<file path="src/rtl/mp64_pkg.sv">
// Shared bus/arbiter encodings for the mp64 memory subsystem.
package mp64_pkg;

  localparam int unsigned BUS_AW = 64;
  localparam int unsigned BUS_DW = 64;

  // Bus ownership as seen by the rest of the system
  typedef enum logic [1:0] {
    ARB_NONE = 2'd0,
    ARB_I    = 2'd1,
    ARB_D    = 2'd2
  } arb_grant_e;

  // Arbiter FSM states; encodings line up with arb_grant_e so grant mirrors state
  typedef enum logic [1:0] {
    ARB_ST_IDLE  = 2'd0,
    ARB_ST_OWN_I = 2'd1,
    ARB_ST_OWN_D = 2'd2
  } arb_state_e;

  // Access size codes
  localparam logic [1:0] BUS_BYTE  = 2'd0;
  localparam logic [1:0] BUS_HALF  = 2'd1;
  localparam logic [1:0] BUS_WORD  = 2'd2;
  localparam logic [1:0] BUS_DWORD = 2'd3;

  // Request payload presented to the downstream bus
  typedef struct packed {
    logic [BUS_AW-1:0] addr;
    logic [BUS_DW-1:0] wdata;
    logic              wen;
    logic [1:0]        size;
  } bus_req_t;

endpackage

</file>
<file path="src/rtl/mp64_arb_prio.sv">
// Combinational winner select for the I/D bus arbiter.
module mp64_arb_prio
  import mp64_pkg::*;
(
  input  logic       i_valid,
  input  logic       d_valid,
  input  logic       affinity_nz,
  input  logic       wait_expired,
  output logic [1:0] winner
);

  // Starved or affine I first, then D, then plain I; a forced grant still needs a live request
  always_comb begin
    winner = ARB_NONE;
    if (i_valid && (wait_expired || affinity_nz)) begin
      winner = ARB_I;
    end else if (d_valid) begin
      winner = ARB_D;
    end else if (i_valid) begin
      winner = ARB_I;
    end
  end

endmodule

</file>
<file path="src/rtl/mp64_bus_arbiter.sv">
// Two-master (icache refill / load-store) arbiter for the shared 64-bit memory bus.
// Optional build macro MP64_ARB_STATS_EN adds grant and I-stall statistics counters.
module mp64_bus_arbiter
  import mp64_pkg::*;
#(
  parameter int unsigned AFFINITY_CYC = 4,
  parameter int unsigned MAX_WAIT     = 8,
  parameter int unsigned WAIT_W       = 4
) (
  input  logic        clk,
  input  logic        rst_n,
  input  logic        i_valid,
  input  logic [63:0] i_addr,
  input  logic        i_wen,
  input  logic [1:0]  i_size,
  output logic [63:0] i_rdata,
  output logic        i_ready,
  input  logic        d_valid,
  input  logic [63:0] d_addr,
  input  logic [63:0] d_wdata,
  input  logic        d_wen,
  input  logic [1:0]  d_size,
  output logic [63:0] d_rdata,
  output logic        d_ready,
  output logic        m_valid,
  output logic [63:0] m_addr,
  output logic [63:0] m_wdata,
  output logic        m_wen,
  output logic [1:0]  m_size,
  input  logic [63:0] m_rdata,
  input  logic        m_ready,
  output logic [1:0]  grant,
  output logic        busy
`ifdef MP64_ARB_STATS_EN
  ,
  output logic [63:0] stat_i_grants,
  output logic [63:0] stat_d_grants,
  output logic [63:0] stat_i_stall_cyc
`endif
);

  arb_state_e        state_q, state_d;
  logic [WAIT_W-1:0] aff_q, wait_q;
  logic              busy_q;
  logic [1:0]        winner;
  logic              aff_nz, wait_exp;
  logic              grant_i, grant_d, i_done;
  bus_req_t          m_req;

  assign aff_nz   = (aff_q != '0);
  assign wait_exp = (wait_q >= WAIT_W'(MAX_WAIT));

  mp64_arb_prio u_prio (
    .i_valid      (i_valid),
    .d_valid      (d_valid),
    .affinity_nz  (aff_nz),
    .wait_expired (wait_exp),
    .winner       (winner)
  );

  // Next-state select and owner-side bus mux
  always_comb begin
    state_d = state_q;
    grant_i = 1'b0;
    grant_d = 1'b0;
    i_done  = 1'b0;
    m_valid = 1'b0;
    m_req   = '0;
    i_ready = 1'b0;
    i_rdata = '0;
    d_ready = 1'b0;
    d_rdata = '0;
    unique case (state_q)
      ARB_ST_IDLE: begin
        if (winner == ARB_I) begin
          state_d = ARB_ST_OWN_I;
          grant_i = 1'b1;
        end else if (winner == ARB_D) begin
          state_d = ARB_ST_OWN_D;
          grant_d = 1'b1;
        end
      end
      ARB_ST_OWN_I: begin
        m_valid = i_valid;
        m_req   = '{addr: i_addr, wdata: '0, wen: i_wen, size: i_size};
        i_ready = i_valid && m_ready;
        i_rdata = m_rdata;
        i_done  = i_valid && m_ready;
        // Completion or abort both hand the bus back
        if (!i_valid || m_ready) state_d = ARB_ST_IDLE;
      end
      ARB_ST_OWN_D: begin
        m_valid = d_valid;
        m_req   = '{addr: d_addr, wdata: d_wdata, wen: d_wen, size: d_size};
        d_ready = d_valid && m_ready;
        d_rdata = m_rdata;
        if (!d_valid || m_ready) state_d = ARB_ST_IDLE;
      end
      default: state_d = ARB_ST_IDLE;
    endcase
  end

  assign m_addr  = m_req.addr;
  assign m_wdata = m_req.wdata;
  assign m_wen   = m_req.wen;
  assign m_size  = m_req.size;
  assign grant   = 2'(state_q);
  assign busy    = busy_q;

  // Ownership register
  always_ff @(posedge clk or negedge rst_n) begin
    if (!rst_n) begin
      state_q <= ARB_ST_IDLE;
      busy_q  <= 1'b0;
    end else begin
      state_q <= state_d;
      busy_q  <= (state_d != ARB_ST_IDLE);
    end
  end

  // I affinity window: opened by an I completion, drains outside OWN_I, closed by a D grant
  always_ff @(posedge clk or negedge rst_n) begin
    if (!rst_n) begin
      aff_q <= '0;
    end else if (grant_d) begin
      aff_q <= '0;
    end else if (i_done) begin
      aff_q <= WAIT_W'(AFFINITY_CYC);
    end else if (aff_nz && state_q != ARB_ST_OWN_I) begin
      aff_q <= aff_q - WAIT_W'(1);
    end
  end

  // I starvation counter, saturating
  always_ff @(posedge clk or negedge rst_n) begin
    if (!rst_n) begin
      wait_q <= '0;
    end else if (!i_valid || grant_i) begin
      wait_q <= '0;
    end else if (state_q != ARB_ST_OWN_I && wait_q != '1) begin
      wait_q <= wait_q + WAIT_W'(1);
    end
  end

`ifdef MP64_ARB_STATS_EN
  // Grant and I-stall statistics
  always_ff @(posedge clk or negedge rst_n) begin
    if (!rst_n) begin
      stat_i_grants    <= '0;
      stat_d_grants    <= '0;
      stat_i_stall_cyc <= '0;
    end else begin
      if (grant_i) stat_i_grants <= stat_i_grants + 64'd1;
      if (grant_d) stat_d_grants <= stat_d_grants + 64'd1;
      if (i_valid && state_q != ARB_ST_OWN_I) stat_i_stall_cyc <= stat_i_stall_cyc + 64'd1;
    end
  end
`endif

endmodule

</file>
<file path="config.mk">
export PLATFORM = sky130hd
export DESIGN_NAME = mp64_bus_arbiter
export DESIGN_NICKNAME = d
export VERILOG_FILES = /design/src/rtl/mp64_pkg.sv /design/src/rtl/mp64_arb_prio.sv /design/src/rtl/mp64_bus_arbiter.sv
export SDC_FILE = /design/constraint.sdc
export NUM_CORES = 1
export LEC_CHECK = 0
export CORE_AREA = 2 2 207 209
export DETAILED_ROUTE_END_ITERATION = 8
export DIE_AREA = 0 0 209 211
export GPL_ROUTABILITY_DRIVEN = 0
export PLACE_DENSITY_LB_ADDON = 0.05
export SETUP_SLACK_MARGIN = 0.02
export SLEW_MARGIN = 40
export SYNTH_ARGS = -nofsm -noshare
export SYNTH_HDL_FRONTEND = slang
export SYNTH_SLANG_ARGS = --single-unit
</file>
<file path="constraint.sdc">
create_clock -name clk -period 2.45 [get_ports clk]
set_clock_uncertainty 0.1 [all_clocks]
set_input_delay 0.49 -clock clk [delete_from_list [all_inputs] [get_ports clk]]
set_output_delay 0.49 -clock clk [all_outputs]
set_load 0.005 [all_outputs]
</file>
==> qor.yml <==
setup_path:
  r2r_cells: 11
  path_max_fanout: 13
  critPathCaptureType: "output pin"
  crit_arrival_ns: 1.99
  crit_type: "flop to output pin"
  r2r_setup_slack_ns: 0.17
  crit_required_ns: 1.86
  r2r-start: "grant[1]"
  cp-startpoint: "grant[1]"
  crit_path_end: "i_rdata[15]"
  cp-start-kind: "flop"
  r2r_end: "busy"
timing:
  slew_headroom_pct: 63.9
  finalCritPeriodShare_pct: 105
  fmax_mhz: 387
  fin_ws_ns: -0.134
  worst-slew-pin-transition_ns: 0.539
  finalHoldViolCount: 0
  finalSetupViolations: 69
  finalSetupTns_ns: -3.08
  finalMaxSlewViolations: 0
  fin_crit_ns: 2.58
  rsz0062_at_grt: "yes"
  hold_ws_ns: 0.467
global_route:
  grt.total_usage_pct: 14.2
  grt_pass1_wl_um: 44600
  antenna_found_initial: 7
  grt_max_degree: 32
  grt_pass1_vias: 5285
  grt_overflow_total: 0
clock_tree:
  insertion_delay_ns: 0.23
  cts_sinks: 11
  cts_made_buffers: 3
  htreeDepth: 1
  cts_tree: "built"
  clkSlewWorstSetupHoldPaths_ns: 0.04
  cts_buffer_depth: 2
  root_buffer: "clkbuf_16"
run_status:
  failed_checks: "setup timing"
  status: "complete, but fails checks"
route:
  initialDrtViolationCount: 133
  vias: 5277
  wl_per_cell_um: 21.8
  drtPass1Iterations: 4
  vias_per_cell: 3.42
  wirelength_um: 33700
  drt_drc_violations_left: 0
  ant_nets: 0
finish:
  layout.cells.non_filler: 1544
  nets: 1275
  drive_gt1_share_pct: 18.1
  final_cell_mix: "clkdlybuf4s50_1 (325), and2_1 (191), dlygate4sd2_1 (115), nor2b_1 (69), a22oi_2 (52)"
  design_area_um2: 9890
  mostFrequentLayoutCell: "clkdlybuf4s50_1"
  area_growth_pct: 228
die:
  die_y_um: 211
  die_x_um: 209
  rows: 75
  dieArea_um2: 44100
  initial_core_util_pct: 7.21
  core_um2: 41800
  io_pins: 532
synth:
  ys_seq_elements: 11
  synthesis.instances: 439
  ys.warnings.count: 0
  synth_area_um2: 3010
  synth_area_leaders: "and2_1 (40%), a22oi_1 (17%), nor2b_1 (15%)"
  synth_largest_area_cell: "and2_1"
  synth_top_area_share_pct: 39.9
  syn_avg_cell_area_um2: 6.86
  synth.distinct_cells: 33
  syn-num-nets: 714
  synth-seq-area-share_pct: 9.14
power_and_ir_drop:
  pwr_density_cell_nw_per_um2: 795
  leakagePower_nw: 4.68
  finalPower_w: 0.00786
  vdd_ir_drop_max_mv: 0.360
placement:
  place.detailed.hpwl_um: 28000
  dp_cells: 1503
  io_buffer_count: 531
  place_area_um2: 9240
flow_run:
  maxCapViolations: 0
min_path:
  hold_path_class: "flop to flop"
through the flow:
stage	worst slack [ns]	utilization [%]
floorplan	0.467	-
global placement	-0.172	22.1
detailed placement	-0.161	22.1
CTS	-0.221	23.0
global route	-0.228	23.7
finish	-0.134	23.7
worst max-delay path, stage by stage, from the launching register on:
cell             delay [ns]
dfrtp_1                0.37
inv_1                  0.14
ha_4                   0.17
buf_6                  0.16
buf_4                  0.14
buf_12                 0.11
and2_1                 0.12
clkdlybuf4s50_1        0.54
logic make-up (layout without fill, tap and decap cells):
logic type | count (synthesis) | in the layout | synth area share [%]
and+or+nand+nor | 283 | 283 | 58.4
AOI/OAI and AO/OA | 82 | 82 | 21.2
buffers and inverters | 52 | 612 | 7.10
DFF | 11 | 11 | 9.14
adders and majority gates | 8 | 8 | 3.32
xor gates and xnor gates | 3 | 3 | 0.872
other | 0 | 6 | 0
registers in the layout, summed over array words and instances (netlist names):
register  flops
aff_q         4
grant         2
busy          1
wait_q        4
how the worst min path moves through the flow:
stage	startpoint	endpoint	cells after the start
5_1_grt	aff_q[0]	aff_q[0]	2
6_report	aff_q[0]	aff_q[0]	2
3_3_place_gp	aff_q[0]	aff_q[0]	2
4_1_cts	aff_q[0]	aff_q[0]	2
3_5_place_dp	aff_q[0]	aff_q[0]	2
2_1_floorplan	rst_n	aff_q[0]	0
Yosys cell counts:
| cell | number |
|---|---|
| a211oi_1 | 2 |
| o32ai_1 | 2 |
| o41ai_2 | 1 |
| buf_6 | 1 |
| nor3b_2 | 1 |
| xor2_1 | 1 |
| ha_1 | 8 |
| nand3b_1 | 1 |
| and2_1 | 192 |
| or4_1 | 1 |
| nand2b_1 | 2 |
| nand4_1 | 1 |
| a22oi_1 | 67 |
| a32o_2 | 1 |
| and3_1 | 2 |
| clkbuf_1 | 32 |
| a31oi_1 | 1 |
| a31o_2 | 1 |
| a21bo_2 | 1 |
| buf_2 | 9 |
| buf_1 | 2 |
| nor4bb_1 | 1 |
| inv_1 | 8 |
| dfrtp_1 | 11 |
| xnor2_1 | 2 |
| or2_1 | 1 |
| nor3_1 | 3 |
| a32o_1 | 1 |
| nor2_1 | 8 |
| a22oi_2 | 1 |
| a21oi_1 | 3 |
| nor2b_1 | 70 |
| a31oi_2 | 1 |
power by group:
group          total, W  internal (W)  switching [W]
Clock          0.000295      0.000218      0.0000766
Sequential     0.000308      0.000250      0.0000579
Combinational   0.00725       0.00411        0.00314
metal layers:
layer  vias to the layer above  GRT usage [%]  routed length [um]
li1                       2592              -                   -
met1                      2458           14.2               11700
met2                       205           29.8               19800
met3                        20           2.90                1800
met4                         2           2.56                 361
met5                         -              0                  13
cell type report:
class                           instances  area (um^2)
Antenna cell                            6         15.0
Clock buffer                            4         78.8
Fill cell                            4676        31900
Inverter                                8         30.0
Multi-Input combinational cell        376         2820
Sequential cell                        11          275
Tap cell                              539          674
Timing Repair Buffer                  600         5990
timing repair:
item | 4_1_cts | 5_1_grt
pin swaps | 3 | 2
setup endpoints to repair | 259 | 173
gates cloned | 7 | 0
resized for setup | 277 | 136
hold buffers | 0 | 0
setup buffers | 16 | 8
Note: power is estimated with default switching activity, not from simulation.
